**src/rtl/mem_map_spi_fifo_pkg.sv**
```systemverilog
// Shared definitions for the memory-mapped SPI master: register offsets,
// STATUS/CTRL bit positions and the transfer engine state type.
package mem_map_spi_fifo_pkg;

    localparam logic [7:0] MMSPI_DATA   = 8'h00;
    localparam logic [7:0] MMSPI_STATUS = 8'h04;
    localparam logic [7:0] MMSPI_CTRL   = 8'h08;
    localparam logic [7:0] MMSPI_DIV    = 8'h0C;
    localparam logic [7:0] MMSPI_IE     = 8'h10;

    localparam int STAT_TX_FULL  = 0;
    localparam int STAT_TX_EMPTY = 1;
    localparam int STAT_RX_FULL  = 2;
    localparam int STAT_RX_EMPTY = 3;
    localparam int STAT_BUSY     = 4;
    localparam int STAT_RX_OVF   = 5;
    localparam int STAT_TX_OVF   = 6;

    localparam int CTRL_ENABLE  = 8;
    localparam int CTRL_CLR_OVF = 9;
    localparam int CTRL_FLUSH   = 10;

    typedef enum logic [1:0] {
        S_IDLE,
        S_LOAD,
        S_SHIFT,
        S_DONE
    } mmspi_state_e;

    // A half-period of zero would stall the bit counter, so it is stored as 1.
    function automatic logic [7:0] div_sanitize(input logic [7:0] v);
        return (v == 8'd0) ? 8'd1 : v;
    endfunction

endpackage

```
**src/rtl/mem_map_spi_fifo_if.sv**
```systemverilog
// CPU I/O decode port bundle for the SPI master: select, write strobe,
// byte offset, write data and combinational read data.
interface mem_map_spi_fifo_if;
    logic        en;
    logic        we;
    logic [7:0]  addr;
    logic [31:0] wd;
    logic [31:0] rd;

    modport master (output en, we, addr, wd, input rd);
    modport slave  (input en, we, addr, wd, output rd);
endinterface

```
**src/rtl/mem_map_spi_fifo_sync_fifo.sv**
```systemverilog
// Synchronous FIFO with combinational head; a push into a full FIFO is
// accepted when a pop happens in the same cycle.
module sync_fifo #(
    parameter int WIDTH = 8,
    parameter int DEPTH = 8
) (
    input  logic                   clk,
    input  logic                   rst,
    input  logic                   push,
    input  logic                   pop,
    input  logic                   flush,
    input  logic [WIDTH-1:0]       din,
    output logic [WIDTH-1:0]       dout,
    output logic                   full,
    output logic                   empty,
    output logic [$clog2(DEPTH):0] count
);
    localparam int AW = $clog2(DEPTH);

    logic [WIDTH-1:0] mem [DEPTH];
    logic [AW-1:0]    wp;
    logic [AW-1:0]    rp;
    logic [AW:0]      cnt;
    logic             do_push;
    logic             do_pop;

    assign empty   = (cnt == '0);
    assign full    = (cnt == (AW+1)'(DEPTH));
    assign do_pop  = pop & ~empty;
    assign do_push = push & (~full | do_pop);
    assign dout    = mem[rp];
    assign count   = cnt;

    always_ff @(posedge clk) begin
        if (do_push) mem[wp] <= din;
    end

    always_ff @(posedge clk) begin
        if (rst || flush) begin
            wp  <= '0;
            rp  <= '0;
            cnt <= '0;
        end else begin
            if (do_push) wp <= wp + AW'(1);
            if (do_pop)  rp <= rp + AW'(1);
            case ({do_push, do_pop})
                2'b10:   cnt <= cnt + (AW+1)'(1);
                2'b01:   cnt <= cnt - (AW+1)'(1);
                default: cnt <= cnt;
            endcase
        end
    end

endmodule

```
**src/rtl/mem_map_spi_fifo.sv**
```systemverilog
// Memory-mapped SPI master (mode 0) with TX/RX FIFOs and programmable SCK.
// Optional feature macro: MEM_MAP_SPI_IRQ_EN (IE register and irq logic).
module mem_map_spi_fifo
    import mem_map_spi_fifo_pkg::*;
#(
    parameter int FIFO_DEPTH     = 8,
    parameter int NUM_SS         = 1,
    parameter int SCK_WIDTH_CLKS = 4
) (
    input  logic                  clk,
    input  logic                  rst,
    mem_map_spi_fifo_if.slave     bus,
    output logic                  sck,
    output logic                  mosi,
    input  logic                  miso,
    output logic [NUM_SS-1:0]     ss,
    output logic                  irq
);
    localparam int CW = $clog2(FIFO_DEPTH) + 1;

    mmspi_state_e state_q, state_d;

    logic [7:0]        div_reg, div_q, cnt_q;
    logic [2:0]        ss_sel;
    logic              enable, tx_ovf, rx_ovf;
    logic [3:0]        half_q;
    logic [7:0]        tx_sh, rx_sh;
    logic              sck_q, mosi_q;
    logic [NUM_SS-1:0] ss_q, ss_dec;
    logic              cnt_done, tx_pop, rx_push;
    logic [7:0]        tx_head, rx_head;
    logic              tx_full, tx_empty, rx_full, rx_empty;
    logic [CW-1:0]     tx_count, rx_count;
    logic              wr, data_wr, ctrl_wr, data_rd, clr_ovf, flush;
    logic [2:0]        ie_val;
    logic [31:0]       rd_val;

    assign wr      = bus.en & bus.we;
    assign data_wr = wr && (bus.addr == MMSPI_DATA);
    assign ctrl_wr = wr && (bus.addr == MMSPI_CTRL);
    assign data_rd = bus.en && !bus.we && (bus.addr == MMSPI_DATA);
    assign clr_ovf = ctrl_wr & bus.wd[CTRL_CLR_OVF];
    assign flush   = ctrl_wr & bus.wd[CTRL_FLUSH];

    sync_fifo #(.WIDTH(8), .DEPTH(FIFO_DEPTH)) u_tx (
        .clk(clk), .rst(rst), .push(data_wr), .pop(tx_pop), .flush(flush),
        .din(bus.wd[7:0]), .dout(tx_head), .full(tx_full), .empty(tx_empty),
        .count(tx_count)
    );

    sync_fifo #(.WIDTH(8), .DEPTH(FIFO_DEPTH)) u_rx (
        .clk(clk), .rst(rst), .push(rx_push), .pop(data_rd), .flush(flush),
        .din(rx_sh), .dout(rx_head), .full(rx_full), .empty(rx_empty),
        .count(rx_count)
    );

    always_ff @(posedge clk) begin
        if (rst) begin
            div_reg <= div_sanitize(8'(SCK_WIDTH_CLKS));
            enable  <= 1'b1;
            ss_sel  <= '0;
            tx_ovf  <= 1'b0;
            rx_ovf  <= 1'b0;
        end else begin
            if (wr && (bus.addr == MMSPI_DIV)) div_reg <= div_sanitize(bus.wd[7:0]);
            if (ctrl_wr) begin
                ss_sel <= bus.wd[2:0];
                enable <= bus.wd[CTRL_ENABLE];
            end
            // A full FIFO only drops the incoming byte when nothing leaves it that cycle.
            if (clr_ovf) begin
                tx_ovf <= 1'b0;
                rx_ovf <= 1'b0;
            end else begin
                if (data_wr && tx_full && !tx_pop) tx_ovf <= 1'b1;
                if (rx_push && rx_full && !data_rd) rx_ovf <= 1'b1;
            end
        end
    end

`ifdef MEM_MAP_SPI_IRQ_EN
    logic [2:0] ie;
    logic       irq_q;

    always_ff @(posedge clk) begin
        if (rst) begin
            ie    <= '0;
            irq_q <= 1'b0;
        end else begin
            if (wr && (bus.addr == MMSPI_IE)) ie <= bus.wd[2:0];
            irq_q <= ((rx_count != '0) & ie[0]) | (tx_empty & ie[1]) |
                     ((rx_ovf | tx_ovf) & ie[2]);
        end
    end

    assign ie_val = ie;
    assign irq    = irq_q;
`else
    assign ie_val = '0;
    assign irq    = 1'b0;
`endif

    always_comb begin
        rd_val = '0;
        case (bus.addr)
            MMSPI_DATA:   rd_val[7:0] = rx_empty ? 8'h00 : rx_head;
            MMSPI_STATUS: begin
                rd_val[STAT_TX_FULL]  = tx_full;
                rd_val[STAT_TX_EMPTY] = tx_empty;
                rd_val[STAT_RX_FULL]  = rx_full;
                rd_val[STAT_RX_EMPTY] = rx_empty;
                rd_val[STAT_BUSY]     = (state_q != S_IDLE);
                rd_val[STAT_RX_OVF]   = rx_ovf;
                rd_val[STAT_TX_OVF]   = tx_ovf;
                rd_val[15:8]          = 8'(tx_count);
                rd_val[23:16]         = 8'(rx_count);
            end
            MMSPI_CTRL: begin
                rd_val[2:0]         = ss_sel;
                rd_val[CTRL_ENABLE] = enable;
            end
            MMSPI_DIV:    rd_val[7:0] = div_reg;
            MMSPI_IE:     rd_val[2:0] = ie_val;
            default:      rd_val = '0;
        endcase
    end
    assign bus.rd = rd_val;

    // Selects beyond NUM_SS leave every line deasserted.
    always_comb begin
        ss_dec = '1;
        for (int i = 0; i < NUM_SS; i++) begin
            if (ss_sel == 3'(i)) ss_dec[i] = 1'b0;
        end
    end

    assign cnt_done = (cnt_q == div_q - 8'd1);

    always_ff @(posedge clk) begin
        if (rst) state_q <= S_IDLE;
        else     state_q <= state_d;
    end

    always_comb begin
        state_d = state_q;
        tx_pop  = 1'b0;
        rx_push = 1'b0;
        case (state_q)
            S_IDLE:  if (enable && !tx_empty) state_d = S_LOAD;
            S_LOAD: begin
                tx_pop  = 1'b1;
                state_d = S_SHIFT;
            end
            S_SHIFT: if (cnt_done && half_q == 4'd15) state_d = S_DONE;
            S_DONE: begin
                if (cnt_done) begin
                    rx_push = 1'b1;
                    state_d = S_IDLE;
                end
            end
            default: state_d = S_IDLE;
        endcase
    end

    // Even half-periods end with the SCK rise (sample), odd ones with the fall (advance mosi).
    always_ff @(posedge clk) begin
        if (rst) begin
            div_q  <= 8'd1;
            cnt_q  <= '0;
            half_q <= '0;
            tx_sh  <= '0;
            rx_sh  <= '0;
            sck_q  <= 1'b0;
            mosi_q <= 1'b0;
            ss_q   <= '1;
        end else begin
            case (state_q)
                S_LOAD: begin
                    tx_sh  <= tx_head;
                    div_q  <= div_reg;
                    cnt_q  <= '0;
                    half_q <= '0;
                    sck_q  <= 1'b0;
                    mosi_q <= tx_head[7];
                    ss_q   <= ss_dec;
                end
                S_SHIFT: begin
                    if (cnt_done) begin
                        cnt_q  <= '0;
                        half_q <= half_q + 4'd1;
                        if (!half_q[0]) begin
                            sck_q <= 1'b1;
                            rx_sh <= {rx_sh[6:0], miso};
                        end else begin
                            sck_q  <= 1'b0;
                            tx_sh  <= {tx_sh[6:0], 1'b0};
                            mosi_q <= tx_sh[6];
                            if (half_q == 4'd15) ss_q <= '1;
                        end
                    end else begin
                        cnt_q <= cnt_q + 8'd1;
                    end
                end
                S_DONE:  cnt_q <= cnt_done ? 8'd0 : cnt_q + 8'd1;
                default: ;
            endcase
        end
    end

    assign sck  = sck_q;
    assign mosi = mosi_q;
    assign ss   = ss_q;

endmodule
```
**src/flat_wrapper.sv**
```systemverilog
// flat-port wrapper written by rule: the top's interface ports become plain ports
module mem_map_spi_fifo_flat import mem_map_spi_fifo_pkg::*;
#(
    parameter int FIFO_DEPTH     = 8,
    parameter int NUM_SS         = 1,
    parameter int SCK_WIDTH_CLKS = 4
)
  (clk, rst, sck, mosi, miso, ss, irq, bus_en, bus_we, bus_addr, bus_wd, bus_rd);
  mem_map_spi_fifo_if bus_i ();
  input  logic clk;
  input  logic rst;
  output logic sck;
  output logic mosi;
  input  logic miso;
  output logic [NUM_SS-1:0] ss;
  output logic irq;
  input wire logic [$bits(bus_i.en)-1:0] bus_en;
  input wire logic [$bits(bus_i.we)-1:0] bus_we;
  input wire logic [$bits(bus_i.addr)-1:0] bus_addr;
  input wire logic [$bits(bus_i.wd)-1:0] bus_wd;
  output wire logic [$bits(bus_i.rd)-1:0] bus_rd;
  assign bus_i.en = bus_en;
  assign bus_i.we = bus_we;
  assign bus_i.addr = bus_addr;
  assign bus_i.wd = bus_wd;
  assign bus_rd = bus_i.rd;
  mem_map_spi_fifo #(.FIFO_DEPTH(FIFO_DEPTH), .NUM_SS(NUM_SS), .SCK_WIDTH_CLKS(SCK_WIDTH_CLKS)) u_core (.clk(clk), .rst(rst), .bus(bus_i), .sck(sck), .mosi(mosi), .miso(miso), .ss(ss), .irq(irq));
endmodule
```
**config.mk**
```make
export PLATFORM = sky130hd
export DESIGN_NAME = mem_map_spi_fifo_flat
export DESIGN_NICKNAME = d
export VERILOG_FILES = /design/src/rtl/mem_map_spi_fifo_pkg.sv /design/src/rtl/mem_map_spi_fifo_if.sv /design/src/rtl/mem_map_spi_fifo_sync_fifo.sv /design/src/rtl/mem_map_spi_fifo.sv /design/src/flat_wrapper.sv
export SDC_FILE = /design/constraint.sdc
export NUM_CORES = 1
export LEC_CHECK = 0
export CAP_MARGIN = 10
export CORE_AREA = 8 8 139 141
export CTS_CLUSTER_DIAMETER = 50
export DETAILED_ROUTE_END_ITERATION = 6
export DIE_AREA = 0 0 147 149
export GPL_TIMING_DRIVEN = 1
export HOLD_SLACK_MARGIN = 0.02
export PLACE_DENSITY = 0.76
export SYNTH_ARGS = -nofsm -noshare
export SYNTH_HDL_FRONTEND = slang
export SYNTH_SLANG_ARGS = --single-unit
```
**constraint.sdc**
```tcl
create_clock -name clk -period 4.33 [get_ports clk]
set_input_delay 0.433 -clock clk [delete_from_list [all_inputs] [get_ports clk]]
set_output_delay 0.433 -clock clk [all_outputs]
set_load 0.01 [all_outputs]
```
==> results.cfg <==
[critical_path]
reg2reg_depth = 15
worst_ep_required_time_ns = 3.90
worstReg2RegStart = u_core.div_q[0]$_SDFFE_PP1N_
timing.critical_path.arrival_ns = 3.17
critPathLaunchType = register
timing.rr.end = u_core.u_rx.count[2]$_SDFFE_PP0P_
critical_path_class = reg2out
reg2reg_setup_slack_ns = 0.91
critical-path-slowest-cell = dfxtp_1
critical_path.endpoint_type = primary output
crit_buf_inv = 1
critical_path.max_fanout = 12
critical-path-max-stage-delay_ns = 0.85
worstPathCellList = mux4_2 -> mux2i_1 -> or3_1 -> a21oi_1 -> a31oi_1 -> nor2_1 -> clkdlybuf4s50_1
cpLargestDelayFamily = flip-flops

[drt]
route.final.wire_length_mm = 20.6
detailed_route_wire_length_per_cell_um = 20.1
drt_first_iter_violations = 499
drt_drc_violations_left = 0
detail_route.first_pass.iterations = 5
detailroute.via_count = 6106
ant_nets = 0
routed_via_density = 5.97

[placement]
numPlacedInstances = 978
post_dp_cell_area_sq_mm = 0.00992
detailedPlacementHpwl_mm = 14.1
pre_cts_ws_ns = 0.424
place_congestion = 0.811
port-buffer-count = 42

[min_path]
hp-start = u_core.tx_sh[1]$_SDFFE_PP0P_
holdPathEnd = u_core.tx_sh[1]$_SDFFE_PP0P_
hold_class = reg2reg
hold-path-cell-count = 2

[global_route]
grt_antenna_before_repair = 0
gr-total-overflow = 0
grt_max_degree = 39
first_pass_grt_wire_length_mm = 32.5
first_global_vias = 6082
gr-usage-all-layers_pct = 18.6

[clock_network]
tritoncts = done
cts_made_buffers = 24
hold_buffers = 0
clock_insertion_delay_worst_skew_ns = 0.51
clk_pin_slew_ns = 0.06
numClockSinks = 207
cts_htree_levels = 1
cts_repair_resize_count = 0
clk_path_buf_depth = 3
cts_post_setup_buffers_inserted = 0
buffer_type_at_the_clock_tree_root = clkbuf_16

[pwr]
ir_drop_mv = 0.323
power.static_leakage_nw = 3.61
cellPowerDensity_mw_per_mm2 = 458

[floorplan]
boundaryPins = 81
initial_core_util_pct = 54.5
core-area_sq_mm = 0.0171
chipWidth_um = 147
die_height_um = 149
die_area_sq_mm = 0.0219
std_cell_rows = 48

[cells_and_area]
n_fill_cell = 1240
insertedDiodeCount = 0
fin_nets = 842
area_growth_pct = 15.8
area.sequential_sq_mm = 0.00543
multi_input_comb_area_sq_mm = 0.00360
final-instance-count-excl-fill = 1022
layout-drive-gt1-share_pct = 13.7
largestRegisters = u_core.u_rx.mem x64, u_core.u_tx.mem x64
layout.cell_area.non_filler_sq_mm = 0.0108

[run]
max-cap-violations = 0

[synth]
async_flop_share_pct = 0
seq_area_frac_synth_pct = 58.4
ys_ff_latch = 207
synthesis.instances = 728
post_synth.cell_area_avg_sq_um = 12.8
synth_enable_flop_cells = 128
synth_common_cells = 128 x edfxtp_1, 86 x nand2_1, 79 x dfxtp_1, 48 x nor2_1, 45 x mux2i_1
synth.yosys.warnings = 0
syn-cell-area_sq_mm = 0.00929
synthMostInstantiatedCell = edfxtp_1
yosysTopAreaCellShare_pct = 41.4
netlist.top_cell.by_area = edfxtp_1
synth_cell_types = 71
synth_top_area_cells = edfxtp_1 41%, dfxtp_1 17%, mux4_2 7.8%, mux2i_1 4.8%, nand2_1 3.5%
ys_dominant_reg_cell = edfxtp_1

[status]
status = completed

[sta]
final-max-slew-violation-count = 0
setup-violations-final = 0
rsz_0062_raised_after_global_routing = false
max_slew.worst_pin.slew_ns = 1.05
finalWorstSetupSlack_ns = 0.731
max-slew-margin-rel_pct = 30.1
skew_ns = 0.0169
final.period_utilization_pct = 83.1
final-hold-violation-count = 0
period_minus_slack_ns = 3.60
setup-tns-final_ns = 0
max_freq_mhz = 278
## worst max path at each step
stage | from | endpoint | slack (ns) | depth (start not counted)
global route | register | bus_rd[3] | 0.54 | 7
finish | register | bus_rd[3] | 0.73 | 7
CTS | register | bus_rd[3] | 0.70 | 7
global placement | bus_addr[2] | u_core.u_rx.count[2]$_SDFFE_PP0P_ | 0.56 | 14
floorplan | u_core.div_q[0]$_SDFFE_PP1N_ | u_core.u_rx.mem[2][0]$_DFFE_PP_ | 1.15 | 9
detailed placement | bus_addr[2] | u_core.u_tx.count[3]$_SDFFE_PP0P_ | 0.42 | 13
## worst reg2reg max path: cells and delay by family, from the launching register on
kind / cells / cell delay, ns
compound gates: 1 / 0.14
xor+xnor: 3 / 0.46
fa+ha+maj: 3 / 0.80
buf+inv: 1 / 0.09
flops: 1 / 0.44
simple gates: 7 / 1.36
## metal layers
layer / up-vias / global-route usage [%] / share of wire [%]
met1: 3019 / 24.7 / 43
met4: 0 / 6.07 / 2.1
met3: 42 / 3.52 / 7.8
met5: - / 0 / 0
met2: 243 / 30.5 / 47
li1: 2802 / - / -
## final cells by class
| cell class | instances | area share [%] |
|---|---|---|
| clock buffers | 30 | 6.08 |
| repair buffers | 61 | 5.23 |
| inverters | 15 | 0.523 |
| clock inverters | 14 | 1.72 |
| multi-input cells | 470 | 33.4 |
| flip-flops and latches | 207 | 50.4 |
| well taps | 225 | 2.62 |
## cells by family (layout without fill, tap and decap cells)
group	after synthesis	after routing	share of synthesized area, %
AND/OR/NAND/NOR	235	235	13.1
flip-flops	207	207	58.4
XOR/XNOR	26	26	2.45
buffers and inverters	67	120	3.56
adder cells (fa/ha/maj)	18	18	2.50
other	1	17	0.0404
multiplexers	80	80	13.0
AO/OA/AOI/OAI	94	94	6.95
## per-stage QoR
stage | power, mW | util (%) | hold WS, ns
after floorplan | 2.70 | - | 0.438
after global placement | 2.83 | 58.2 | 0.445
after detailed placement | 2.85 | 58.2 | 0.457
after CTS | 4.94 | 63.1 | 0.467
after global routing | 5.09 | 63.1 | 0.489
final | 4.93 | 63.1 | 0.465
## cells in the final DEF (no fill, tap or decap), types with 7 or more instances in the layout
cell type	synthesis	final
and2_1	8	8
clkdlybuf4s50_1	0	42
ha_1	17	17
and3_1	7	7
mux2i_1	45	45
nand2b_1	9	9
inv_1	15	15
nor4_1	14	14
edfxtp_1	128	128
xnor2_1	14	14
a21oi_1	24	24
xor2_1	12	12
nand2_1	86	86
conb_1	1	17
buf_4	17	19
mux4_2	32	32
dfxtp_1	79	79
clkbuf_16	0	25
nor3_1	14	14
o21ai_0	22	22
nor2_1	48	48
## report_power, final
group / internal, mW / switching (mW) / total [mW] / leakage, nW
Clock: 1.32 / 0.787 / 2.10 / 0.404
Combinational: 0.227 / 0.443 / 0.670 / 1.43
Sequential: 2.12 / 0.0336 / 2.15 / 1.78
Power figures use the tool's default switching activity.
==> variant 1: new RTL, same settings <==
Register the output `ss` once more, cleared by the reset; this adds one clock of latency there. The other outputs are not delayed to match.
--- a/src/rtl/mem_map_spi_fifo.sv
+++ b/src/rtl/mem_map_spi_fifo.sv
@@ -211,3 +211,9 @@
     assign mosi = mosi_q;
-    assign ss   = ss_q;
+    always_ff @(posedge clk) begin
+        if (rst) begin
+            ss <= '0;
+        end else begin
+            ss <= ss_q;
+        end
+    end
 
Function: changed (a bounded check fails within 4 cycles, from zero or initial values and one cycle with rst high).
==> variant 1 against the unedited design <==
- count of clock-buffer cells in the layout up 1
- largest cell class unchanged
- worst setup slack got worse by 0.024 ns
- clock skew up 0.0018 ns
- sequential cell count increased by 1
- global-route usage down 0.85 points
- area after synthesis decreased by 0.77%
- total power fell by 3.6%
- critical path type is now primary input to output port
- synthesized cell count down 1.2%
- cell area down 0.63%
- critical endpoint is now bus_rd[4]
- routed wire length is 2.9% lower
- combinational power down 14%
==> variant 1: results (changes against the unedited design) <==
{
  "status": {
    "status": "completed"
  },
  "routing": {
    "route.vias.total": {"value": 5891, "change": "-3.5%"},
    "dr.pass1.iters": {"value": 4, "change": "-1"},
    "first_iter_violations": {"value": 354, "change": "-29%"},
    "met1Wirelength": {"value": 8060, "unit": "um", "change": "-8.5%"},
    "routed-wl-met2": {"value": 10300, "unit": "um", "change": "+5.8%"}
  },
  "synth": {
    "synthAdderAreaFrac": {"value": 2.25, "unit": "%", "change": "-0.25 points"},
    "post_synth_main_area_contributors": "sky130_fd_sc_hd__edfxtp_1 (42%), sky130_fd_sc_hd__dfxtp_1 (17%), sky130_fd_sc_hd__mux4_2 (7.8%), sky130_fd_sc_hd__mux2i_1 (5.4%), sky130_fd_sc_hd__nor2_1 (3.1%)",
    "synth_xor_xnor_area_share": {"value": 2.18, "unit": "%", "change": "-0.27 points"},
    "synthMuxAreaShare": {"value": 13.7, "unit": "%", "change": "+0.77 points"},
    "ys_seq_area_share": {"value": 59.1, "unit": "%", "change": "+0.67 points"},
    "synth-compound-area-share": {"value": 6.12, "unit": "%", "change": "-0.83 points"}
  },
  "global_routing": {
    "groute.layer.met2.usage": {"value": 32.2, "unit": "%", "change": "+1.8 points"},
    "grt.met3_usage": {"value": 3.19, "unit": "%", "change": "-0.33 points"},
    "grt_pass1_wl": {"value": 31200, "unit": "um", "change": "-4.2%"},
    "grt_util_all_layers": {"value": 17.8, "unit": "%", "change": "-0.85 points"},
    "met1_usage": {"value": 21.1, "unit": "%", "change": "-3.5 points"},
    "grt_start_max_net_pins": {"value": 54, "change": "+38%"}
  },
  "power": {
    "irDropWorstVdd": {"value": 0.389, "unit": "mV", "change": "+20%"},
    "p_switching": {"value": 1.21, "unit": "mW", "change": "-4.1%"},
    "static-leakage-power": {"value": 3.63, "unit": "nW", "change": "+0.61%"},
    "power_in_the_clock_group": {"value": 2.02, "unit": "mW", "change": "-4%"}
  },
  "finish": {
    "final_cell_count_no_fill": {"value": 1018, "change": "-0.39%"},
    "count_of_nets_after_finishing": {"value": 837, "change": "-0.59%"}
  },
  "placed_design": {
    "globalplace.congestion": {"value": 0.893, "change": "+10%"},
    "placement.setup.worst_slack": {"value": 0.688, "unit": "ns", "change": "+0.263 ns"},
    "place_inst": {"value": 976, "change": "-0.20%"},
    "detailedPlacementHpwl": {"value": 13900, "unit": "um", "change": "-1.8%"}
  },
  "worst_setup_path": {
    "timing.reg2reg.worst_path_depth": {"value": 9, "change": "-6"},
    "worst-endpoint-arrival": {"value": 3.19, "unit": "ns", "change": "+0.02 ns"},
    "cp_max_fo": {"value": 13, "change": "+1"},
    "critical_path.reg2reg.endpoint": "u_core.u_rx.mem[5][5]",
    "register_to_register_setup_slack": {"value": 1.05, "unit": "ns", "change": "+0.14 ns"}
  },
  "hold_path": {
    "hp-start": "u_core.rx_ovf",
    "holdPathStages": {"value": 1, "change": "-1"}
  },
  "clock_tree": {
    "tritoncts.num_buffers": {"value": 23, "change": "-4.2%"}
  }
}
## variant 1: cell count changes in the layout (fill, tap and decap cells not counted), sizes merged, moves of 5 or more
cell   unedited run  this run
nand2            87        50
nor2             49        76
nand3             6        15
nor4             17         9
buf              19        26
o21ai            23        17
a31oi             3         8
mux2i            45        50
nor3             16        21
xnor2            14         9
## variant 1: worst max-delay path: cells and delay by family
family	cells	cell delay (ns)
AO/OA/AOI/OAI	1	0.35
buffers and inverters	3	1.23
AND/OR/NAND/NOR	4	1.17
## variant 1: through the flow
stage,hold WS (ns),area (sq um),utilization (%)
3_5_place_dp,0.464,9890,58.0
5_1_grt,0.504,10700,62.7
3_3_place_gp,0.456,9890,58.0
6_report,0.479,10700,62.7
2_1_floorplan,0.439,9280,-
4_1_cts,0.480,10700,62.7
## variant 1: area by class of cell
| class | count | area (sq um) |
|---|---|---|
| repair buffers | 67 | 603 |
| inverters | 17 | 63.8 |
| clock buffers | 31 | 668 |
| flip-flops and latches | 208 | 5450 |
| multi-input cells | 459 | 3500 |
| clock inverters | 11 | 135 |
| fillers | 1277 | 6360 |
| well taps | 225 | 282 |
## variant 1: how the worst max path moves through the flow
stage                start              endpoint  cells after the start  slack (ns)
6_report       bus_addr[5]             bus_rd[4]                      8        0.71
5_1_grt        bus_addr[5]             bus_rd[4]                      8        0.61
4_1_cts        bus_addr[5]             bus_rd[4]                      8        0.74
3_5_place_dp   bus_addr[5]  u_core.u_tx.count[3]                     12        0.69
3_3_place_gp   bus_addr[5]  u_core.u_tx.count[3]                     12        0.75
2_1_floorplan  bus_addr[5]  u_core.u_tx.count[3]                     12        1.11
==> variant 2: new RTL, same settings <==
Made on the original files. Build with the macro `MEM_MAP_SPI_IRQ_EN` defined.
--- a/src/rtl/mem_map_spi_fifo.sv
+++ b/src/rtl/mem_map_spi_fifo.sv
@@ -2,2 +2,4 @@
 // Optional feature macro: MEM_MAP_SPI_IRQ_EN (IE register and irq logic).
+`define MEM_MAP_SPI_IRQ_EN
+
 module mem_map_spi_fifo
Check against the original RTL: not equivalent (a bounded check fails within 4 cycles, from zero or initial values and one cycle with rst high).
==> variant 2 against the unedited design <==
- sequential cell count grew 4
- sequential share of layout area grew 1.6 points
- area after synthesis down 0.74%
- routed wire length fell by 4.2%
- cell area shrank 1.7%
- worst setup slack lost 0.032 ns
- highest routed layer unchanged
Power is not compared: it rests on default switching activity, and its combinational part moved more than twofold at a synthesized area within 25%.
==> variant 2: results (changes against the unedited design) <==
{
  "status": {
    "status": "completed"
  },
  "routing": {
    "first_iter_violations": {"value": 555, "change": "+11%"},
    "route.vias.total": {"value": 5911, "change": "-3.2%"},
    "wl": {"value": 19700, "unit": "um", "change": "-4.2%"},
    "viasPerCell": {"value": 5.92, "change": "-0.87%"}
  },
  "synth": {
    "number_of_different_library_cells_in_the_post_synthesis_netlist": {"value": 64, "change": "-9.9%"},
    "synthAdderAreaFrac": {"value": 2.52, "unit": "%", "change": "+0.019 points"},
    "post_synth_main_area_contributors": "sky130_fd_sc_hd__edfxtp_1 (42%), sky130_fd_sc_hd__dfxtp_1 (18%), sky130_fd_sc_hd__mux4_2 (7.8%), sky130_fd_sc_hd__mux2i_1 (5.0%), sky130_fd_sc_hd__nor2_1 (3.1%)",
    "synth_commonest_cells": "sky130_fd_sc_hd__edfxtp_1 (128), sky130_fd_sc_hd__dfxtp_1 (83), sky130_fd_sc_hd__nor2_1 (75), sky130_fd_sc_hd__mux2i_1 (46), sky130_fd_sc_hd__nand2_1 (33)",
    "ys_seq_area_share": {"value": 59.7, "unit": "%", "change": "+1.3 points"},
    "synthMuxAreaShare": {"value": 12.8, "unit": "%", "change": "-0.16 points"},
    "synth_xor_xnor_area_share": {"value": 2.85, "unit": "%", "change": "+0.40 points"},
    "synth-compound-area-share": {"value": 8.00, "unit": "%", "change": "+1.1 points"},
    "syn-mean-instance-area": {"value": 13.2, "unit": "sq um", "change": "+3.2%"}
  },
  "placed_design": {
    "detailedPlacementHpwl": {"value": 13400, "unit": "um", "change": "-5.3%"},
    "place_inst": {"value": 957, "change": "-2.1%"},
    "count_of_port_buffers_added_during_placement": {"value": 43, "change": "+2.4%"},
    "globalplace.congestion": {"value": 0.850, "change": "+4.8%"}
  },
  "finish": {
    "count_of_nets_after_finishing": {"value": 820, "change": "-2.6%"},
    "fillCellCount": {"value": 1243, "change": "+0.24%"},
    "layout-drive-gt1-share": {"value": 12.5, "unit": "%", "change": "-1.1 points"}
  },
  "global_routing": {
    "grt_pass1_wl": {"value": 31700, "unit": "um", "change": "-2.5%"},
    "groute.layer.met2.usage": {"value": 29.3, "unit": "%", "change": "-1.2 points"},
    "grt_util_all_layers": {"value": 17.9, "unit": "%", "change": "-0.69 points"},
    "grt_start_max_net_pins": {"value": 51, "change": "+31%"},
    "grt_pass1_vias": {"value": 5925, "change": "-2.6%"},
    "met1_usage": {"value": 24.2, "unit": "%", "change": "-0.54 points"},
    "grt.met3_usage": {"value": 3.82, "unit": "%", "change": "+0.30 points"}
  },
  "power": {
    "irDropWorstVdd_mv": 0.391
  },
  "clock_tree": {
    "tritoncts.num_buffers": {"value": 23, "change": "-4.2%"}
  },
  "worst_setup_path": {
    "cp_max_fo": {"value": 8, "change": "-4"},
    "worst-endpoint-arrival": {"value": 3.20, "unit": "ns", "change": "+0.03 ns"}
  },
  "sta": {
    "fin_skew": {"value": 0.00907, "unit": "ns", "change": "-0.00781 ns"},
    "max_slew.worst_pin.slew": {"value": 1.08, "unit": "ns", "change": "+0.0350 ns"}
  },
  "hold_path": {
    "hp-class": "primary input to flop"
  }
}
variant 2: cell types whose count changed in the layout (fill, tap and decap cells not counted), sizes merged, moves of 6 or more:
cell and delta:
xor2 +6, nor2 +26, o22ai -6, o21ai -8, nand2 -54, nand3 +8, a221o +6, nor4 -7
variant 2: per-stage QoR:
stage          power, mW  utilization (%)  setup WS (ns)  hold slack [ns]  cell area (sq um)
2_1_floorplan       2.29                -           1.17            0.446               9280
3_3_place_gp        2.35             58.0          0.750            0.462               9890
3_5_place_dp        2.36             58.0          0.713            0.470               9890
4_1_cts             4.11             62.0          0.694            0.338              10600
5_1_grt             4.22             62.0          0.492            0.365              10600
6_report            4.09             62.0          0.699            0.356              10600
variant 2: final timing paths:
kind                         from              endpoint  slack, ns  depth (start not counted)
setup / recovery      bus_addr[5]             bus_rd[2]       0.70                          6
hold / removal                rst     u_core.div_reg[2]       0.36                          3
setup reg to reg  u_core.div_q[0]  u_core.u_rx.count[2]       0.77                         15
hold reg to reg      u_core.ie[2]          u_core.ie[2]       0.49                          2
variant 2: layout make-up:
| cell class | instances | share of cell area, % |
|---|---|---|
| Multi-Input combinational cell | 442 | 32.7 |
| Clock inverter | 10 | 0.497 |
| Inverter | 15 | 0.532 |
| Clock buffer | 31 | 6.02 |
| Timing Repair Buffer | 64 | 5.51 |
| Tap cell | 225 | 2.66 |
| Sequential cell | 211 | 52.1 |
variant 2: cell families after synthesis:
family,count (synthesis)
other,1
AO/OA/AOI/OAI,100
XOR/XNOR,30
buffers and inverters,62
adder cells (fa/ha/maj),18
flip-flops,211
AND/OR/NAND/NOR,200
multiplexers,78
variant 2: layer usage:
metal  part of all wire [%]  wire, um
met2                     48      9390
met5                      0         0
met3                    7.5      1480
met1                     43      8500
met4                    1.8       354
variant 2: report_power, final:
group	switching (mW)	internal, mW
clock network	0.740	1.03
logic	0.120	0.0667
registers	0.00713	2.12
variant 2: critical path: stages:
cell,delay [ns]
sky130_fd_sc_hd__clkdlybuf4s50_1,0.41
sky130_fd_sc_hd__or3_1,0.40
sky130_fd_sc_hd__nor4_1,0.53
sky130_fd_sc_hd__nand3_1,0.46
sky130_fd_sc_hd__o21ai_0,0.37
sky130_fd_sc_hd__clkdlybuf4s50_1,0.60
